$ cat config.mk
export PLATFORM = sky130hd
export DESIGN_NAME = posit32_round_encode
export DESIGN_NICKNAME = d
export VERILOG_FILES = /design/src/rtl/posit32_round_encode.sv
export SDC_FILE = /design/constraint.sdc
export NUM_CORES = 1
export LEC_CHECK = 0
export CAP_MARGIN = 5
export CORE_MARGIN = 2
export CORE_UTILIZATION = 63
export DETAILED_ROUTE_END_ITERATION = 10
export GPL_TIMING_DRIVEN = 0
export MAX_ROUTING_LAYER = met4
export PLACE_DENSITY = 0.95
export SLEW_MARGIN = 30
export SYNTH_ARGS = -nofsm -noshare
export SYNTH_HDL_FRONTEND = slang
export SYNTH_SLANG_ARGS = --single-unit
$ cat constraint.sdc
create_clock -name clk -period 10.1 [get_ports clk]
set_clock_uncertainty 0.05 [all_clocks]
set_input_delay 2.02 -clock clk [delete_from_list [all_inputs] [get_ports clk]]
set_output_delay 2.02 -clock clk [all_outputs]
set_load 0.005 [all_outputs]
$ cat src/rtl/posit32_round_encode.sv
// Posit32 (es=2) round-and-encode back end: scale/fraction in, rounded posit word out, 2-stage pipeline.
// Optional feature: define POSIT32_ROUND_ENCODE_SKID_EN for a registered in_ready with a 2-entry output skid buffer.
module posit32_round_encode #(
   parameter int ES     = 2,
   parameter int FRAC_W = 32
) (
   input  logic              clk,
   input  logic              rst,
   input  logic              in_valid,
   output logic              in_ready,
   input  logic              in_sign,
   input  logic [9:0]        in_scale,
   input  logic [FRAC_W-1:0] in_frac,
   input  logic              in_sticky,
   input  logic              in_zero,
   input  logic              in_nar,
   output logic              out_valid,
   input  logic              out_ready,
   output logic [31:0]       out_posit,
   output logic              out_inexact
);

   localparam int unsigned EW = FRAC_W + 35;

   if (ES != 2) begin : g_es_check
      $error("posit32_round_encode: only ES=2 is supported");
   end

   logic              s1_valid, s1_sign, s1_neg, s1_sticky, s1_zero, s1_nar, s1_hi, s1_lo;
   logic [4:0]        s1_sh;
   logic [1:0]        s1_exp;
   logic [FRAC_W-1:0] s1_frac;
   logic              s2_valid, s2_inexact;
   logic [31:0]       s2_posit;
   logic              adv, s1_load, accept;
   logic              scale_hi, scale_lo;
   logic [4:0]        sh_in;

   logic [EW-1:0]     base, shifted;
   logic [30:0]       field, mag, mag_f;
   logic              guard, rest, round_up;
   logic [31:0]       res_posit;
   logic              res_inexact;

   // k = scale>>>2; shift is k for k>=0 and -k-1 (bitwise ~k) for k<0.
   assign scale_hi = $signed(in_scale) > 10'sd120;
   assign scale_lo = $signed(in_scale) < -10'sd120;
   assign sh_in    = in_scale[9] ? ~in_scale[6:2] : in_scale[6:2];

   assign s1_load  = !s1_valid | adv;
   assign accept   = in_valid & in_ready;

   // Arithmetic shift of {10|01, e, frac} replicates the leading regime bit k (or -k-1) times.
   always_comb begin
      base     = {(s1_neg ? 2'b01 : 2'b10), s1_exp, s1_frac, 31'd0};
      shifted  = $signed(base) >>> s1_sh;
      field    = shifted[EW-1 -: 31];
      guard    = shifted[EW-32];
      rest     = (|shifted[EW-33:0]) | s1_sticky;
      round_up = guard & (rest | field[0]);
      mag      = field + {30'd0, round_up};
   end

   always_comb begin
      res_posit   = '0;
      res_inexact = 1'b0;
      mag_f       = mag;
      if (s1_nar) begin
         res_posit = 32'h8000_0000;
      end else if (!s1_zero) begin
         if (s1_hi) begin
            mag_f       = '1;
            res_inexact = 1'b1;
         end else if (s1_lo) begin
            mag_f       = 31'd1;
            res_inexact = 1'b1;
         end else begin
            res_inexact = guard | rest;
         end
         res_posit = s1_sign ? (32'd0 - {1'b0, mag_f}) : {1'b0, mag_f};
      end
   end

   always_ff @(posedge clk or posedge rst) begin
      if (rst) begin
         s1_valid   <= 1'b0;
         s1_sign    <= 1'b0;
         s1_neg     <= 1'b0;
         s1_sticky  <= 1'b0;
         s1_zero    <= 1'b0;
         s1_nar     <= 1'b0;
         s1_hi      <= 1'b0;
         s1_lo      <= 1'b0;
         s1_sh      <= '0;
         s1_exp     <= '0;
         s1_frac    <= '0;
         s2_valid   <= 1'b0;
         s2_posit   <= '0;
         s2_inexact <= 1'b0;
      end else begin
         if (s1_load) begin
            s1_valid <= accept;
            if (accept) begin
               s1_sign   <= in_sign;
               s1_neg    <= in_scale[9];
               s1_sticky <= in_sticky;
               s1_zero   <= in_zero;
               s1_nar    <= in_nar;
               s1_hi     <= scale_hi;
               s1_lo     <= scale_lo;
               s1_sh     <= sh_in;
               s1_exp    <= in_scale[1:0];
               s1_frac   <= in_frac;
            end
         end
         if (adv) begin
            s2_valid <= s1_valid;
            if (s1_valid) begin
               s2_posit   <= res_posit;
               s2_inexact <= res_inexact;
            end
         end
      end
   end

`ifdef POSIT32_ROUND_ENCODE_SKID_EN
   logic [32:0] sk_mem [0:1];
   logic        sk_head, sk_any, pop, sk_pop, s2_direct, push, full_q;
   logic [1:0]  sk_cnt, sk_cnt_n;
   logic        s1_valid_n, s2_valid_n;
   logic [2:0]  occ_n;

   // Skid entries are older than S2, so they are presented first; S2 goes straight out only when the skid is empty.
   assign sk_any    = (sk_cnt != 2'd0);
   assign out_valid = sk_any | s2_valid;
   assign {out_inexact, out_posit} = sk_any ? sk_mem[sk_head] : {s2_inexact, s2_posit};
   assign pop       = out_valid & out_ready;
   assign sk_pop    = pop & sk_any;
   assign s2_direct = s2_valid & !sk_any & out_ready;
   assign adv       = !s2_valid | s2_direct | (sk_cnt != 2'd2) | sk_pop;
   assign push      = s2_valid & !s2_direct & adv;
   assign in_ready  = !rst & !full_q;

   always_comb begin
      s1_valid_n = s1_load ? accept : s1_valid;
      s2_valid_n = adv ? s1_valid : s2_valid;
      sk_cnt_n   = sk_cnt + {1'b0, push} - {1'b0, sk_pop};
      occ_n      = {2'd0, s1_valid_n} + {2'd0, s2_valid_n} + {1'b0, sk_cnt_n};
   end

   always_ff @(posedge clk or posedge rst) begin
      if (rst) begin
         sk_mem[0] <= '0;
         sk_mem[1] <= '0;
         sk_head   <= 1'b0;
         sk_cnt    <= '0;
         full_q    <= 1'b0;
      end else begin
         if (push) sk_mem[sk_head ^ sk_cnt[0]] <= {s2_inexact, s2_posit};
         if (sk_pop) sk_head <= !sk_head;
         sk_cnt <= sk_cnt_n;
         full_q <= (occ_n == 3'd4);
      end
   end
`else
   assign adv         = !s2_valid | out_ready;
   assign in_ready    = !rst & (!s1_valid | adv);
   assign out_valid   = s2_valid;
   assign out_posit   = s2_posit;
   assign out_inexact = s2_inexact;
`endif

endmodule

* Word-level counts from Yosys, hierarchy flattened
Index checks and enable logic that the tools add are counted.
** Operators by class
- Magnitude comparators :: 2
- $add $sub $neg :: 2
- Bitwise operators :: 9
- Multiplexer cells :: 13
- Shift operators :: 1
- Reductions and logical operators :: 6
** Operators with widths (count)
- $mux 31 :: 4
- $mux 32 :: 3
- $sshr 67x5->67 :: 1
- $reduce_or 35->1 :: 1
- $sub 1x31->32 const A :: 1
- $add 31x1->31 :: 1
- $gt 10x8->1 const B :: 1
- $lt 10x8->1 const B :: 1
- $mux 5 :: 1
- $not 5->5 :: 1
- $or 1x1->1 :: 5
- $mux 1 :: 4
- $reduce_and 2->1 :: 2
- $and 1x1->1 :: 3
- $logic_not 1->1 :: 3
- $mux 2 :: 1
** Storage, ports and cells
- Input port bits :: 50
- Register bits after elaboration :: 81
- Logic and storage cells :: 47
- Output and inout port bits :: 35

* Longest topological paths before layout
- Word-level depth :: 15
- Depth in mapped cells :: 21
- Depth with buffers taken out :: 15

* Worst setup path after synthesis
Ideal clock, no wire load.
- Path kind :: register to register
- Start :: register s1_sh[1]
- End :: register s2_posit[24], in the netlist out_posit[24]
- Path slack :: 5.530 ns
- Period minus slack after synthesis :: 4.570 ns
- Arrival :: 4.450 ns
- Path buffers :: 3
- Setup time :: 0.069 ns
- Stages on the path, launching flop included :: 19
- Cells stage by stage :: dfrtp_1 > buf_6 > buf_12 > buf_12 > mux4_2 > mux2_2 > nor3b_1 > a31oi_1 > mux2i_1 > ha_1 > or4_1 > nand3_1 > nand3_1 > a311oi_1 > o211ai_1 > nor4_1 > nand3_2 > or4b_1 > nand3_1
** On the way
- Word-level cells in the longest chain between the ends :: 14
** Ends and longest elaborated chain
- from (decl) :: RTL line 30 : logic [4:0] s1_sh;
- from (signal assigned) :: RTL line 111 : s1_sh <= sh_in;
- $sshr 67x5->67 * :: RTL line 56 : shifted = $signed(base) >>> s1_sh;
- $reduce_or 35->1 :: RTL line 59 : rest = (|shifted[EW-33:0]) | s1_sticky;
- $or 1x1->1 :: RTL line 59
- $or 1x1->1 :: RTL line 60 : round_up = guard & (rest | field[0]);
- $and 1x1->1 :: RTL line 60
- $add 31x1->31 * :: RTL line 61 : mag = field + {30'd0, round_up};
- $mux 31 * :: RTL line 74 : end else if (s1_lo) begin
- $mux 31 * :: RTL line 71 : if (s1_hi) begin
- $mux 31 * :: RTL line 70 : end else if (!s1_zero) begin
- $mux 31 * :: RTL line 68 : if (s1_nar) begin
- $sub 1x31->32 :: RTL line 80 : res_posit = s1_sign ? (32'd0 - {1'b0, mag_f}) : {1'b0, mag_f};
- $mux 32 * :: RTL line 80
- $mux 32 * :: RTL line 70
- $mux 32 * :: RTL line 68
- to (signal assigned) :: RTL line 119 : s2_posit <= res_posit;
- to (decl) :: RTL line 34 : logic [31:0] s2_posit;
Mark *: on every way between the ends. The rest lies on a longest branch, timed or not. The select of a mux whose other input is x is not followed.
A chain may end at the register's enable or synchronous reset.

* Worst setup path after layout
- Start :: register s1_sh[2]
- End :: register s2_posit[24], in the netlist out_posit[24]
Same word-level chain as after synthesis.

==> metrics <==
clk sinks 81; All-Layer GR Usage 44.58%; antenna violations before repair 1; io pins 85; fin area 0.009316 mm^2; GP Congestion 1.011; Synth Area in Simple Gates 22.20%; Slew Viols, Final 0; critical setup path kind flop to flop; die height 116.3 um; pre-CTS setup slack 4.368 ns; Vias/cell 7.245; DR pass1 iterations 8; setup ws final 4.071 ns; asr flop ratio synth 100.0%; multiplexer share of the synthesized area 21.82%; sequential share of the synthesized area 25.52%; Yosys top cell by area dfrtp_1; post-synth top area share 25.52%; RSZ-0062 raised after global routing false; Finished Layout Cells 1,165; syn_nets 946; dpl hpwl 22,170 um; share of cells above drive strength 1 15.02%; Seq pwr share 23.5%; CTS tree done; worst min path class flop to flop; Detail Route Antenna Nets 0; element type at the critical path start flop; count of cell types in the netlist 91; Syn Std Cell Area 0.007941 mm^2; drt total wl 28,800 um; number of synthesized flops with an enable pin 0; CTS Root Cell clkbuf_16; slew at the pin closest to its max-slew limit 1.062 ns; first-pass GRT wire length 44,130 um; worst vdd ir 162.9 uV; complex-gate fraction of the synthesized area 20.78%; Synth-to-Final Area Change 17.32%; Setup Viol. Count Final 0; H-tree Lvls 3; worst endpoint data arrival time 6.28 ns; Core Area 0.01247 mm^2; PwrDens 213.1 mW/mm^2; Worst-path clk slew 0.06 ns; slew margin rel. 29.23%; Die X 116.3 um; routed length per placed instance 24.72 um; Post-Synth Adder-Cell Area 0.3151%; min Tclk post-route 6.029 ns; Max clock buf depth 2; largest net degree at the start of global routing 43; Remaining DRCs 0; status complete, no violations; die footprint 0.01352 mm^2; Worst EP required 10.35 ns; Max FO, Critical Path 10; Crit. End Element flop; Synth Instances 894; Combinational Power Share 59.2%; post-placement cell area 0.009010 mm^2; largest family of logic cells by synthesized area simple AND/OR/NAND/NOR gates; DP Cell Count 1,150; post-layout util 74.74%; Max Cap Violations 0; post_cts resized 0; Sw Ratio 44.76%; setup_tns 0 ns; period utilisation layout 59.69%; clock buffer count from CTS 9; XOR/XNOR Fraction of Synth Area 3.860%; Yosys reg bits 81; net switching power 888.4 uW; num rows 41; Final Hold Slack 0.4206 ns; Avg Cell Area, Syn 8.883 um^2; grt ovf 0; drt initial violations 1,283; overall power 1.985 mW; CTS Hold Bufs 0; routed vias 8,440; Final Net Count 1,041; internal power consumption 1.096 mW; endpoints failing hold 0; Post-CTS Setup Bufs 0; number of global-route vias before repair 7,962; Post-synth top flop dfrtp_1; YS warnings 0; initial core utilization 63.71%; top cells by area, synth dfrtp_1 (26%), mux4_2 (8.8%), mux2_2 (7.2%); leakage power total 3.523 nW; Peak Freq 0.1659 GHz; Clock power frac 17.3%; worst skew pair latency 0.36 ns; Port Buf Inserts 83
-- cells by family (layout without fill, tap and decap cells) --
family | count (synthesis) | in the layout
xor gates and xnor gates | 35 | 35
adders and majority gates | 2 | 2
DFF | 81 | 81
AOI/OAI and AO/OA | 230 | 230
other | 0 | 1
buffers and inverters | 81 | 179
and+or+nand+nor | 338 | 338
muxes | 127 | 127
-- layout by cell type, fill, tap and decap left out, drive strengths merged, types with 6 or more instances in the layout --
master,count
nor3b,10
or2,7
nand2,88
buf,32
nor4,9
nand2b,6
a21oi,36
mux2,56
nor3,35
xnor2,27
clkinv,7
clkdlybuf4s50,83
clkbuf,45
mux4,31
or3,14
nand4,10
a22oi,8
nand3,31
a211o,8
xor2,8
o31ai,18
a31oi,15
o211ai,10
mux2i,40
a211oi,11
inv,10
and2,11
and3,6
o21ai,54
nor2,81
dfrtp,81
-- power groups by stage --
| stage | registers, mW | clock network (mW) | logic (mW) |
|---|---|---|---|
| CTS | 0.462 | 0.347 | 1.13 |
| global placement | 0.461 | 0 | 1.10 |
| floorplan | 0.449 | 0 | 0.774 |
| finish | 0.466 | 0.344 | 1.17 |
| detailed placement | 0.467 | 0 | 1.12 |
| global route | 0.473 | 0.359 | 1.24 |
-- path summary, 6_finish.rpt --
kind / cells after the start / startpoint / slack, ns / end
max: 17 / s1_sh[2] / 4.07 / out_posit[24]
min: 2 / out_inexact / 0.42 / out_inexact
max reg2reg: 17 / s1_sh[2] / 4.07 / out_posit[24]
min reg2reg: 2 / out_inexact / 0.42 / out_inexact
max in group asynchronous: 3 / rst / 7.35 / s1_frac[14]
min in group asynchronous: 2 / rst / 2.03 / s1_lo
-- worst max-delay path, cell delays in order, from the launching register on --
cell	delay [ns]
dfrtp_1	0.36
clkbuf_1	0.42
buf_1	0.49
buf_2	0.36
buf_1	0.40
clkbuf_1	0.47
mux4_2	0.40
nand2_1	0.08
a21oi_1	0.06
a2111oi_4	0.54
ha_1	0.28
nand3_1	0.11
a311oi_1	0.22
o211ai_1	0.28
nor4_1	0.53
nand3_2	0.27
or4b_1	0.54
nand3_1	0.10
-- state kept, by name, indices dropped and copies added (netlist names) --
| name | flops |
|---|---|
| s1_sign | 1 |
| s1_sh | 5 |
| out_valid | 1 |
| s1_lo | 1 |
| s1_nar | 1 |
| s1_frac | 32 |
| s1_valid | 1 |
| out_posit | 32 |
| s1_hi | 1 |
| s1_sticky | 1 |
| s1_exp | 2 |
| s1_zero | 1 |
| out_inexact | 1 |
| s1_neg | 1 |
-- synthesized netlist by cell type (5+ instances only) --
library cell  instances
xnor2_1              27
mux4_2               31
a31oi_1              14
nand3_1              28
or4_1                 5
inv_1                 9
clkinv_1              5
dfrtp_1              81
o41ai_1               5
or3_1                14
buf_1                 5
a211oi_1             11
nor4_1                7
o211ai_1             10
nor2_1               81
nand2b_1              6
mux2i_1              39
buf_2                15
mux2_2               51
nor3_1               33
o22ai_1               5
nor3b_1               9
xor2_1                8
o21ai_1               6
o31ai_1              17
nand4_1              10
nor2b_1               5
a211o_1               8
a22oi_1               8
mux2_1                5
o21ai_0              47
clkbuf_1             35
a21oi_1              36
and3_1                6
nand2_1              88
and2_1               11
a22o_1                5
-- routing by layer --
metal	vias to the layer above	track usage (%)	wire length, um
met5	-	-	0
met4	0	26.27	1819
met3	169	10.07	3081
met2	710	68.26	13100
met1	3947	54.02	10790
li1	3614	-	-
-- area by class of cell --
| type | instances | area [um^2] |
|---|---|---|
| sequential | 81 | 2027 |
| tap | 172 | 215.2 |
| timing repair buffer | 84 | 850.8 |
| fill | 916 | 3149 |
| multi-input combinational | 732 | 5483 |
| antenna | 1 | 2.502 |
| inverter | 15 | 58.81 |
| clock buffer | 10 | 229.0 |
| clock inverter | 4 | 70.07 |
| buffer | 66 | 380.4 |
No activity file was read; power rests on OpenSTA's default activity.
